===== config.mk =====
export PLATFORM = sky130hd
export DESIGN_NAME = inst_queue_flat
export DESIGN_NICKNAME = d
export VERILOG_FILES = /design/src/rtl/inst_queue_if.sv /design/src/rtl/inst_queue.sv /design/src/flat_wrapper.sv
export SDC_FILE = /design/constraint.sdc
export NUM_CORES = 2
export LEC_CHECK = 0
export ABC_AREA = 0
export BUFFER_PORTS_ARGS = -buffer_cell sky130_fd_sc_hd__buf_2
export CAP_MARGIN = 15
export CELL_PAD_IN_SITES_DETAIL_PLACEMENT = 0
export CELL_PAD_IN_SITES_GLOBAL_PLACEMENT = 2
export CORE_AREA = 3 3 281 283
export DETAILED_ROUTE_END_ITERATION = 12
export DIE_AREA = 0 0 284 286
export HOLD_SLACK_MARGIN = 0.03
export PLACE_DENSITY = 0.84
export RECOVER_POWER = 50
export SYNTH_ARGS = -nofsm -noshare
export SYNTH_HDL_FRONTEND = slang
export SYNTH_SLANG_ARGS = --single-unit

===== constraint.sdc =====
create_clock -name clk -period 54.2 [get_ports clk]
set_input_delay 10.84 -clock clk [delete_from_list [all_inputs] [get_ports clk]]
set_output_delay 10.84 -clock clk [all_outputs]
set_load 0.05 [all_outputs]

===== src/rtl/inst_queue_if.sv =====
// Fetch-side and issue-side signals of the instruction queue.
// The queue itself is the slave; IF/ID together act as the master.
interface inst_queue_if #(
    parameter int DEPTH = 8
);
    localparam int PTR_W = $clog2(DEPTH);

    logic              flush;
    logic              in_valid;
    logic [31:0]       in_pc;
    logic [63:0]       in_rdata;
    logic              in_ready;
    logic [1:0]        deq;
    logic              out1_valid;
    logic [31:0]       out1_pc;
    logic [31:0]       out1_inst;
    logic              out2_valid;
    logic [31:0]       out2_pc;
    logic [31:0]       out2_inst;
    logic [PTR_W:0]    count;

    modport master (
        output flush, in_valid, in_pc, in_rdata, deq,
        input  in_ready, out1_valid, out1_pc, out1_inst,
               out2_valid, out2_pc, out2_inst, count
    );

    modport slave (
        input  flush, in_valid, in_pc, in_rdata, deq,
        output in_ready, out1_valid, out1_pc, out1_inst,
               out2_valid, out2_pc, out2_inst, count
    );
endinterface


===== src/rtl/inst_queue.sv =====
// Circular instruction fetch queue: one 64-bit fetch group in per cycle,
// the two oldest instructions presented to a dual-issue decode stage.
module inst_queue #(
    parameter int DEPTH = 8
) (
    input logic        clk,
    input logic        reset,
    inst_queue_if.slave q
);
    localparam int PTR_W = $clog2(DEPTH);
    localparam int CNT_W = PTR_W + 1;

    logic [31:0]      pc_mem   [DEPTH];
    logic [31:0]      inst_mem [DEPTH];
    logic [PTR_W-1:0] head;
    logic [PTR_W-1:0] tail;
    logic [PTR_W-1:0] head_p1;
    logic [PTR_W-1:0] tail_p1;
    logic [CNT_W-1:0] cnt;
    logic [CNT_W-1:0] cnt_next;
    logic [1:0]       deq_c;
    logic [1:0]       eff_deq;
    logic [1:0]       push_n;
    logic             push;
    logic             ready;

    assign head_p1 = head + PTR_W'(1);
    assign tail_p1 = tail + PTR_W'(1);

    // Ready comes from the registered count only, never from this cycle's deq.
    assign ready = (cnt <= CNT_W'(DEPTH - 2));
    assign push  = q.in_valid & ready & ~q.flush;

    always_comb begin
        push_n = 2'd0;
        if (push) begin
            push_n = q.in_pc[2] ? 2'd1 : 2'd2;
        end
    end

    // deq is clamped to what is actually held so pointers never overrun.
    always_comb begin
        deq_c   = (q.deq == 2'd3) ? 2'd2 : q.deq;
        eff_deq = deq_c;
        if (CNT_W'(deq_c) > cnt) begin
            eff_deq = cnt[1:0];
        end
    end

    assign cnt_next = cnt + CNT_W'(push_n) - CNT_W'(eff_deq);

    always_ff @(posedge clk or posedge reset) begin
        if (reset) begin
            head <= '0;
            tail <= '0;
            cnt  <= '0;
            for (int i = 0; i < DEPTH; i++) begin
                pc_mem[i]   <= '0;
                inst_mem[i] <= '0;
            end
        end else if (q.flush) begin
            head <= '0;
            tail <= '0;
            cnt  <= '0;
        end else begin
            if (push) begin
                pc_mem[tail] <= q.in_pc;
                if (q.in_pc[2]) begin
                    inst_mem[tail] <= q.in_rdata[63:32];
                end else begin
                    inst_mem[tail]   <= q.in_rdata[31:0];
                    pc_mem[tail_p1]  <= q.in_pc + 32'd4;
                    inst_mem[tail_p1] <= q.in_rdata[63:32];
                end
            end
            tail <= tail + PTR_W'(push_n);
            head <= head + PTR_W'(eff_deq);
            cnt  <= cnt_next;
        end
    end

    assign q.in_ready   = ready;
    assign q.count      = cnt;
    assign q.out1_valid = (cnt >= CNT_W'(1));
    assign q.out2_valid = (cnt >= CNT_W'(2));
    assign q.out1_pc    = q.out1_valid ? pc_mem[head]      : 32'd0;
    assign q.out1_inst  = q.out1_valid ? inst_mem[head]    : 32'd0;
    assign q.out2_pc    = q.out2_valid ? pc_mem[head_p1]   : 32'd0;
    assign q.out2_inst  = q.out2_valid ? inst_mem[head_p1] : 32'd0;
endmodule


===== src/flat_wrapper.sv =====
// flat-port wrapper written by rule: the top's interface ports become plain ports
module inst_queue_flat 
#(
    parameter int DEPTH = 8
)
  (clk, reset, q_flush, q_in_valid, q_in_pc, q_in_rdata, q_deq, q_in_ready, q_out1_valid, q_out1_pc, q_out1_inst, q_out2_valid, q_out2_pc, q_out2_inst, q_count);
  inst_queue_if #(.DEPTH(DEPTH)) q_i ();
  input logic clk;
  input logic reset;
  input wire logic [$bits(q_i.flush)-1:0] q_flush;
  input wire logic [$bits(q_i.in_valid)-1:0] q_in_valid;
  input wire logic [$bits(q_i.in_pc)-1:0] q_in_pc;
  input wire logic [$bits(q_i.in_rdata)-1:0] q_in_rdata;
  input wire logic [$bits(q_i.deq)-1:0] q_deq;
  output wire logic [$bits(q_i.in_ready)-1:0] q_in_ready;
  output wire logic [$bits(q_i.out1_valid)-1:0] q_out1_valid;
  output wire logic [$bits(q_i.out1_pc)-1:0] q_out1_pc;
  output wire logic [$bits(q_i.out1_inst)-1:0] q_out1_inst;
  output wire logic [$bits(q_i.out2_valid)-1:0] q_out2_valid;
  output wire logic [$bits(q_i.out2_pc)-1:0] q_out2_pc;
  output wire logic [$bits(q_i.out2_inst)-1:0] q_out2_inst;
  output wire logic [$bits(q_i.count)-1:0] q_count;
  assign q_i.flush = q_flush;
  assign q_i.in_valid = q_in_valid;
  assign q_i.in_pc = q_in_pc;
  assign q_i.in_rdata = q_in_rdata;
  assign q_i.deq = q_deq;
  assign q_in_ready = q_i.in_ready;
  assign q_out1_valid = q_i.out1_valid;
  assign q_out1_pc = q_i.out1_pc;
  assign q_out1_inst = q_i.out1_inst;
  assign q_out2_valid = q_i.out2_valid;
  assign q_out2_pc = q_i.out2_pc;
  assign q_out2_inst = q_i.out2_inst;
  assign q_count = q_i.count;
  inst_queue #(.DEPTH(DEPTH)) u_core (.clk(clk), .reset(reset), .q(q_i));
endmodule

After elaboration in Yosys (flattened, before gate mapping)
Cells that the tools add are included.
- add/subtract/negate cells: 7
- order comparisons: 10
- equality and inequality tests: 1
- muxes and demuxes: 34
- bitwise logic cells: 7
- reductions and logical operators: 3
- operators by type and width (operator ; number):
    $bwmux W256 ; 5
    $mux W256 ; 2
    $mux W32 ; 14
    $bmux W32 S3 ; 4
    $demux W32 S3 ; 2
    $add A32 B3 Y32 const B ; 1
    $ge A4 B4 Y1 const B ; 4
    $not A3 Y4 ; 4
    $lt A4 B1 Y1 const B ; 2
    $mux W2 ; 4
    $add A3 B1 Y3 const B ; 2
    $add A3 B2 Y3 ; 2
    $mux W3 ; 2
    $add A4 B2 Y4 ; 1
    $ge A4 B1 Y1 const B ; 1
    $ge A4 B2 Y1 const B ; 1
    $gt A2 B4 Y1 ; 1
    $le A4 B3 Y1 const B ; 1
    $mux W4 ; 1
    $sub A4 B2 Y4 ; 1
    $and A1 B1 Y1 ; 2
    $eq A2 B2 Y1 const B ; 1
    $logic_and A1 B1 Y1 ; 2
    $reduce_and A2 Y1 ; 1
    $not A1 Y1 ; 1
- bits in registers: 522
- word-level logic and storage cells: 81

Logic depth before layout (Yosys ltp)
- word-level depth: 8
- mapped depth: 13

Worst setup path after synthesis
OpenSTA, ideal clock, no wires.
- path type: register -> output
- from: register u_core.cnt[2], in the netlist u_core.q.count[2]
- to: output q_out1_inst[13]
- arrival: 2722 ps
- required time: 43360 ps
- path slack: 40638 ps
- stages on the path, launching flop included: 10
- buffers on the path: 2
- cell sequence: dfrtp_1 -> inv_1 -> ha_1 -> nand2_1 -> and2_1 -> inv_1 -> a21oi_1 -> clkbuf_1 -> clkbuf_1 -> nor2_1
- longest elaborated chain between the ends: 2
- ends and longest elaborated chain (what ; RTL line ; text):
    start, declared ; inst_queue.sv:19 ; logic [CNT_W-1:0] cnt;
    start signal, assigned ; inst_queue.sv:78 ; cnt <= cnt_next;
    $ge A4 B1 Y1 ; inst_queue.sv:84 ; assign q.out1_valid = (cnt >= CNT_W'(1));
    $mux W32 ; inst_queue.sv:87 ; assign q.out1_inst = q.out1_valid ? inst_mem[head] : 32'd0;
    end, declared ; flat_wrapper.sv:18 ; output wire logic [$bits(q_i.out1_inst)-1:0] q_out1_inst;
Every way passes these cells.

==> results by stage <==
Setup path:
- Of all nets on the critical path, the largest fanout is 99.
- The critical path goes through buf_2, clkinvlp_2, clkbuf_1, clkbuf_1.
- The library cell contributing the largest single delay on the critical path is sky130_fd_sc_hd__clkbuf_1.
- The most frequent cell on the critical path is sky130_fd_sc_hd__clkbuf_1.
- The arrival time at the worst endpoint is approximately 20 ns.
- STA classifies the critical path startpoint as an input pin.
- The largest single stage delay on the critical path is 3.20 ns.
- Counting both buffers and inverters, the worst setup path holds a total of 4.
- The gate family responsible for the most delay along the worst path is buffers and inverters.
- The setup path with the least slack is of type input pin to asynchronous set/reset pin.
- The critical path capture point type is an asynchronous set/reset pin.
- The endpoint required time on the critical path is 53.92 ns.

STA:
- After layout, the worst path uses 37.3% of the clock period.
- The actual slew at the worst max-slew pin is 5.00 ns.
- The minimum clock period after layout is approximately 20 ns.
- Derived from the worst setup path, the maximum achievable clock frequency is 49.4 MHz.
- The max-slew violation total from the final report is 941.
- Setup repair after global routing left no endpoint under its margin.
- The relative slew slack is -233%.
- The total negative slack for setup checks is 0 ns.
- The setup skew after layout is 0.0302 ns.
- The worst hold slack after final layout is between 0.4 and 0.5 ns.
- The final number of setup-violating endpoints is 0.
- The total count of hold-check failures in the final report came to 0.

Synthesis:
- Synthesis instantiated 62 different standard cells from the library.
- Yosys mapped a number of flops with a built-in enable equal to 0.
- In this run the mean area of a mapped cell was roughly 9.6 µm².
- The synthesized netlist occupies a cell area of roughly 32000 µm².
- The Yosys step of the flow raised 0 warnings.
- The gate count of the mapped netlist is 3371.
- The net count after synthesis is roughly 3.5k.
- In this run, synthesis produced a sequential element count of roughly 520.
- Counting flops with an async set or reset pin after synthesis yields a share of 100%.
- Summing the sequential cell areas from Yosys gives 40.5% of the chip area.
- In the synthesized netlist the dominant register cell turns out to be sky130_fd_sc_hd__dfrtp_1.

Die:
- Row generation in the floorplan step produced 102 rows.
- The height of the die is roughly 290 µm.
- The floorplan step defined a die boundary enclosing 81200 µm².
- The die span in x is 284 µm.
- During I/O placement, the number of pins put on the boundary was 237.
- The standard cell core area is 77000 µm².
- For this configuration, the core starts out at a cell density of 41.9%.

Power:
- The part of the power in the clock network is 20.6%.
- In this run the power density over the cells is 56.6 nW/µm².
- The share of total power dissipated in combinational logic is 51.6%.
- IR analysis of the VDD net gives a maximum drop of ~0.045 mV.
- The switching share of power is between 40% and 50%.
- In this run the static leakage power is 14.6 nW.
- Sequential cells account for 27.9% of the total power.
- Cell internal power was estimated by the tool at ~1.1 mW.
- For this design the total switching power over the nets is about 950 µW.

Clock tree:
- The number of buffers added by the clock tree synthesis step is 60.
- Buffers added to address setup during post-CTS repair amount to 0.
- Counting every sink on the clock net gives 522.
- The number of hold buffers added after CTS was 0.
- After clock tree synthesis, the repair step resized 0 gates.
- The clock passes through at most 3 buffers.
- Clock-pin slew was measured on the worst setup and hold paths at 0.06 ns.
- The total number of H-tree levels is 2.
- The clock latency of the later-clocked register in the worst-skew pair is 0.63 ns.
- The root buffer cell chosen for the clock tree is sky130_fd_sc_hd__clkbuf_16.
- The TritonCTS clock tree is built.

Drt:
- The total wire length is 123000 µm.
- After detailed routing, the average wire length per cell comes to 27.7 µm.
- The count of nets left with antenna violations once routing finished came out at 0.
- Before antenna repair, the detailed router went through 6 iterations.
- In the routed layout, each cell is associated on average with a via count of 6.35.
- The DRC violation count after routing is 0.
- The total number of vias is between 20k and 30k.
- The first-iteration detailed-routing DRC count is 3270.

GRT:
- The wire length of the first global-routing pass is approximately 180000 µm.
- The final global-route overflow total is 0.
- The combined global-route utilization of all metal layers is 29.7%.
- Entering global routing, the biggest net connects 145 pins.
- The via count of the first global-routing pass is roughly 28k.
- The initial antenna violation count is 18.

Placement:
- The wire-length estimate of the detail-placed layout is roughly 70000 µm.
- Routability-driven placement finished with a final weighted congestion of 0.833.
- The count of buffers inserted at the top-level ports is 236.

Finish:
- Counting the fill cells in the layout gives 7267.
- The share of post-route cells with drive strength above 1 is between 20% and 30%.
- The number of nets in the finished design is ~3.5k.
- The synthesis-to-finish area growth is 10.6%.

Run status:
- The checks that failed: max-capacitance violations, max-slew violations.
- The run finished, with violations left.

Flow run:
- Across the run, the number of max-cap violations was 23.

Hold path:
- The min-delay analysis places its worst path in the category flop to flop.
Yosys cell counts (6+ instances only):
library cell,number,area [µm²]
sky130_fd_sc_hd__a21oi_1,85,425
sky130_fd_sc_hd__nor2_1,257,965
sky130_fd_sc_hd__nand4_1,6,37.5
sky130_fd_sc_hd__clkbuf_2,29,145
sky130_fd_sc_hd__buf_4,7,52.6
sky130_fd_sc_hd__clkbuf_1,218,818
sky130_fd_sc_hd__inv_1,11,41.3
sky130_fd_sc_hd__and2_1,7,43.8
sky130_fd_sc_hd__mux2_2,13,146
sky130_fd_sc_hd__buf_1,28,105
sky130_fd_sc_hd__and3_1,20,125
sky130_fd_sc_hd__mux4_2,256,5770
sky130_fd_sc_hd__ha_1,14,175
sky130_fd_sc_hd__a22oi_1,192,1440
sky130_fd_sc_hd__nor3_1,38,190
sky130_fd_sc_hd__o21ai_1,7,35.0
sky130_fd_sc_hd__xnor2_1,29,254
sky130_fd_sc_hd__or3_1,29,181
sky130_fd_sc_hd__nand3b_1,11,82.6
sky130_fd_sc_hd__a32oi_1,20,175
sky130_fd_sc_hd__nand2_1,832,3120
sky130_fd_sc_hd__a31oi_1,7,43.8
sky130_fd_sc_hd__nor2b_1,41,257
sky130_fd_sc_hd__o22ai_1,16,100
sky130_fd_sc_hd__dfrtp_1,522,13100
sky130_fd_sc_hd__a221oi_1,64,561
sky130_fd_sc_hd__o211ai_1,7,52.6
sky130_fd_sc_hd__xor2_1,39,342
sky130_fd_sc_hd__buf_2,99,495
sky130_fd_sc_hd__o21ai_0,271,1360
sky130_fd_sc_hd__mux2i_1,65,651
sky130_fd_sc_hd__nand3_1,69,345
worst register-to-register path: cells and delay by family (launching register included):
| family | cells | cell delay, ns |
|---|---|---|
| adder cells (fa/ha/maj) | 1 | 0.22 |
| AND/OR/NAND/NOR | 1 | 0.07 |
| flip-flops | 1 | 0.41 |
| AO/OA/AOI/OAI | 3 | 5.55 |
| buffers and inverters | 3 | 3.92 |
layout by cell type (no fill, tap or decap), types with 4 or more instances in the layout:
cell                        count
sky130_fd_sc_hd__nand2_1      832
sky130_fd_sc_hd__dfrtp_1      519
sky130_fd_sc_hd__o21ai_0      277
sky130_fd_sc_hd__nor2_1       256
sky130_fd_sc_hd__mux4_2       256
sky130_fd_sc_hd__buf_2        229
sky130_fd_sc_hd__a22oi_1      192
sky130_fd_sc_hd__a21oi_1       86
sky130_fd_sc_hd__nand3_1       66
sky130_fd_sc_hd__mux2i_1       65
sky130_fd_sc_hd__a221oi_1      64
sky130_fd_sc_hd__clkbuf_16     61
sky130_fd_sc_hd__buf_4         44
sky130_fd_sc_hd__nor2b_1       41
sky130_fd_sc_hd__xor2_1        38
sky130_fd_sc_hd__nor3_1        37
sky130_fd_sc_hd__clkbuf_1      35
sky130_fd_sc_hd__or3_1         29
sky130_fd_sc_hd__xnor2_1       28
sky130_fd_sc_hd__a32oi_1       20
sky130_fd_sc_hd__clkbuf_8      20
sky130_fd_sc_hd__and3_1        19
sky130_fd_sc_hd__o22ai_1       16
sky130_fd_sc_hd__mux2_2        13
sky130_fd_sc_hd__ha_1          13
sky130_fd_sc_hd__nand3b_1      11
sky130_fd_sc_hd__diode_2       10
sky130_fd_sc_hd__inv_1         10
sky130_fd_sc_hd__clkinv_2      10
sky130_fd_sc_hd__a31oi_1        7
sky130_fd_sc_hd__o211ai_1       7
sky130_fd_sc_hd__nand4_1        6
sky130_fd_sc_hd__nand2b_1       4
sky130_fd_sc_hd__nor2_2         4
sky130_fd_sc_hd__a32o_1         4
sky130_fd_sc_hd__a21o_1         4
sky130_fd_sc_hd__fa_1           4
path summary, 6_finish.rpt:
| kind | from | to | slack [ns] | depth (start not counted) |
|---|---|---|---|---|
| worst max-delay path | reset | u_core.inst_mem[204] | 33.96 | 4 |
| worst min-delay path | u_core.pc_mem[165] | u_core.pc_mem[165] | 0.50 | 2 |
| worst max register to register | u_core.q.count[3] | u_core.inst_mem[100] | 43.91 | 8 |
| worst min register to register | u_core.pc_mem[165] | u_core.pc_mem[165] | 0.50 | 2 |
| max in group clk | q_flush | u_core.inst_mem[100] | 34.00 | 8 |
| min in group asynchronous | reset | u_core.pc_mem[201] | 11.66 | 2 |
logic make-up after synthesis:
group / count (synthesis) / share of synthesized area (%)
buffers and inverters: 392 / 5.14
and+or+nand+nor: 1342 / 17.5
muxes: 334 / 20.4
DFF: 522 / 40.5
adders and majority gates: 18 / 0.792
xor gates and xnor gates: 70 / 1.95
AOI/OAI and AO/OA: 693 / 13.7
stage by stage:
stage	instances	cell area, µm²	worst slack (ns)	utilization (%)	total power, mW
detailed placement	4324	33800	38.86	44.0	1.61
finish	4445	35600	33.96	46.3	2.02
CTS	4435	35800	38.17	46.5	2.02
global placement	4324	33800	38.89	44.0	1.59
global route	4442	35600	32.21	46.3	2.11
floorplan	3371	32200	28.78	-	1.31
layer usage:
layer / GRT usage [%] / vias to the layer above / wire, µm
li1: - / 12000 / -
met5: 0 / - / 67
met2: 45.6 / 1570 / 56300
met1: 41.4 / 14300 / 50300
met3: 6.76 / 312 / 12100
met4: 11.3 / 10 / 4670
layout make-up:
class,instances,area (µm²),share of cell area [%]
antenna,10,25.0,0.0702
clock buffer,96,1860,5.21
clock inverter,15,134,0.376
inverter,11,42.5,0.119
multi-input combinational,2457,17600,49.5
sequential,522,13100,36.7
tap,1040,1300,3.65
timing repair buffer,294,1570,4.41
registers in the layout, summed over array words and instances (netlist names):
name             count
u_core.pc_mem      256
u_core.head          3
u_core.inst_mem    256
u_core.q.count       4
u_core.tail          3
power by group through the flow:
stage / Sequential, mW / Combinational, mW / Clock, mW
2_1_floorplan: 0.532 / 0.781 / 0
3_3_place_gp: 0.556 / 1.03 / 0
3_5_place_dp: 0.564 / 1.04 / 0
4_1_cts: 0.557 / 1.04 / 0.421
5_1_grt: 0.571 / 1.10 / 0.436
6_report: 0.562 / 1.04 / 0.414
(Power assumes the default switching activity.)
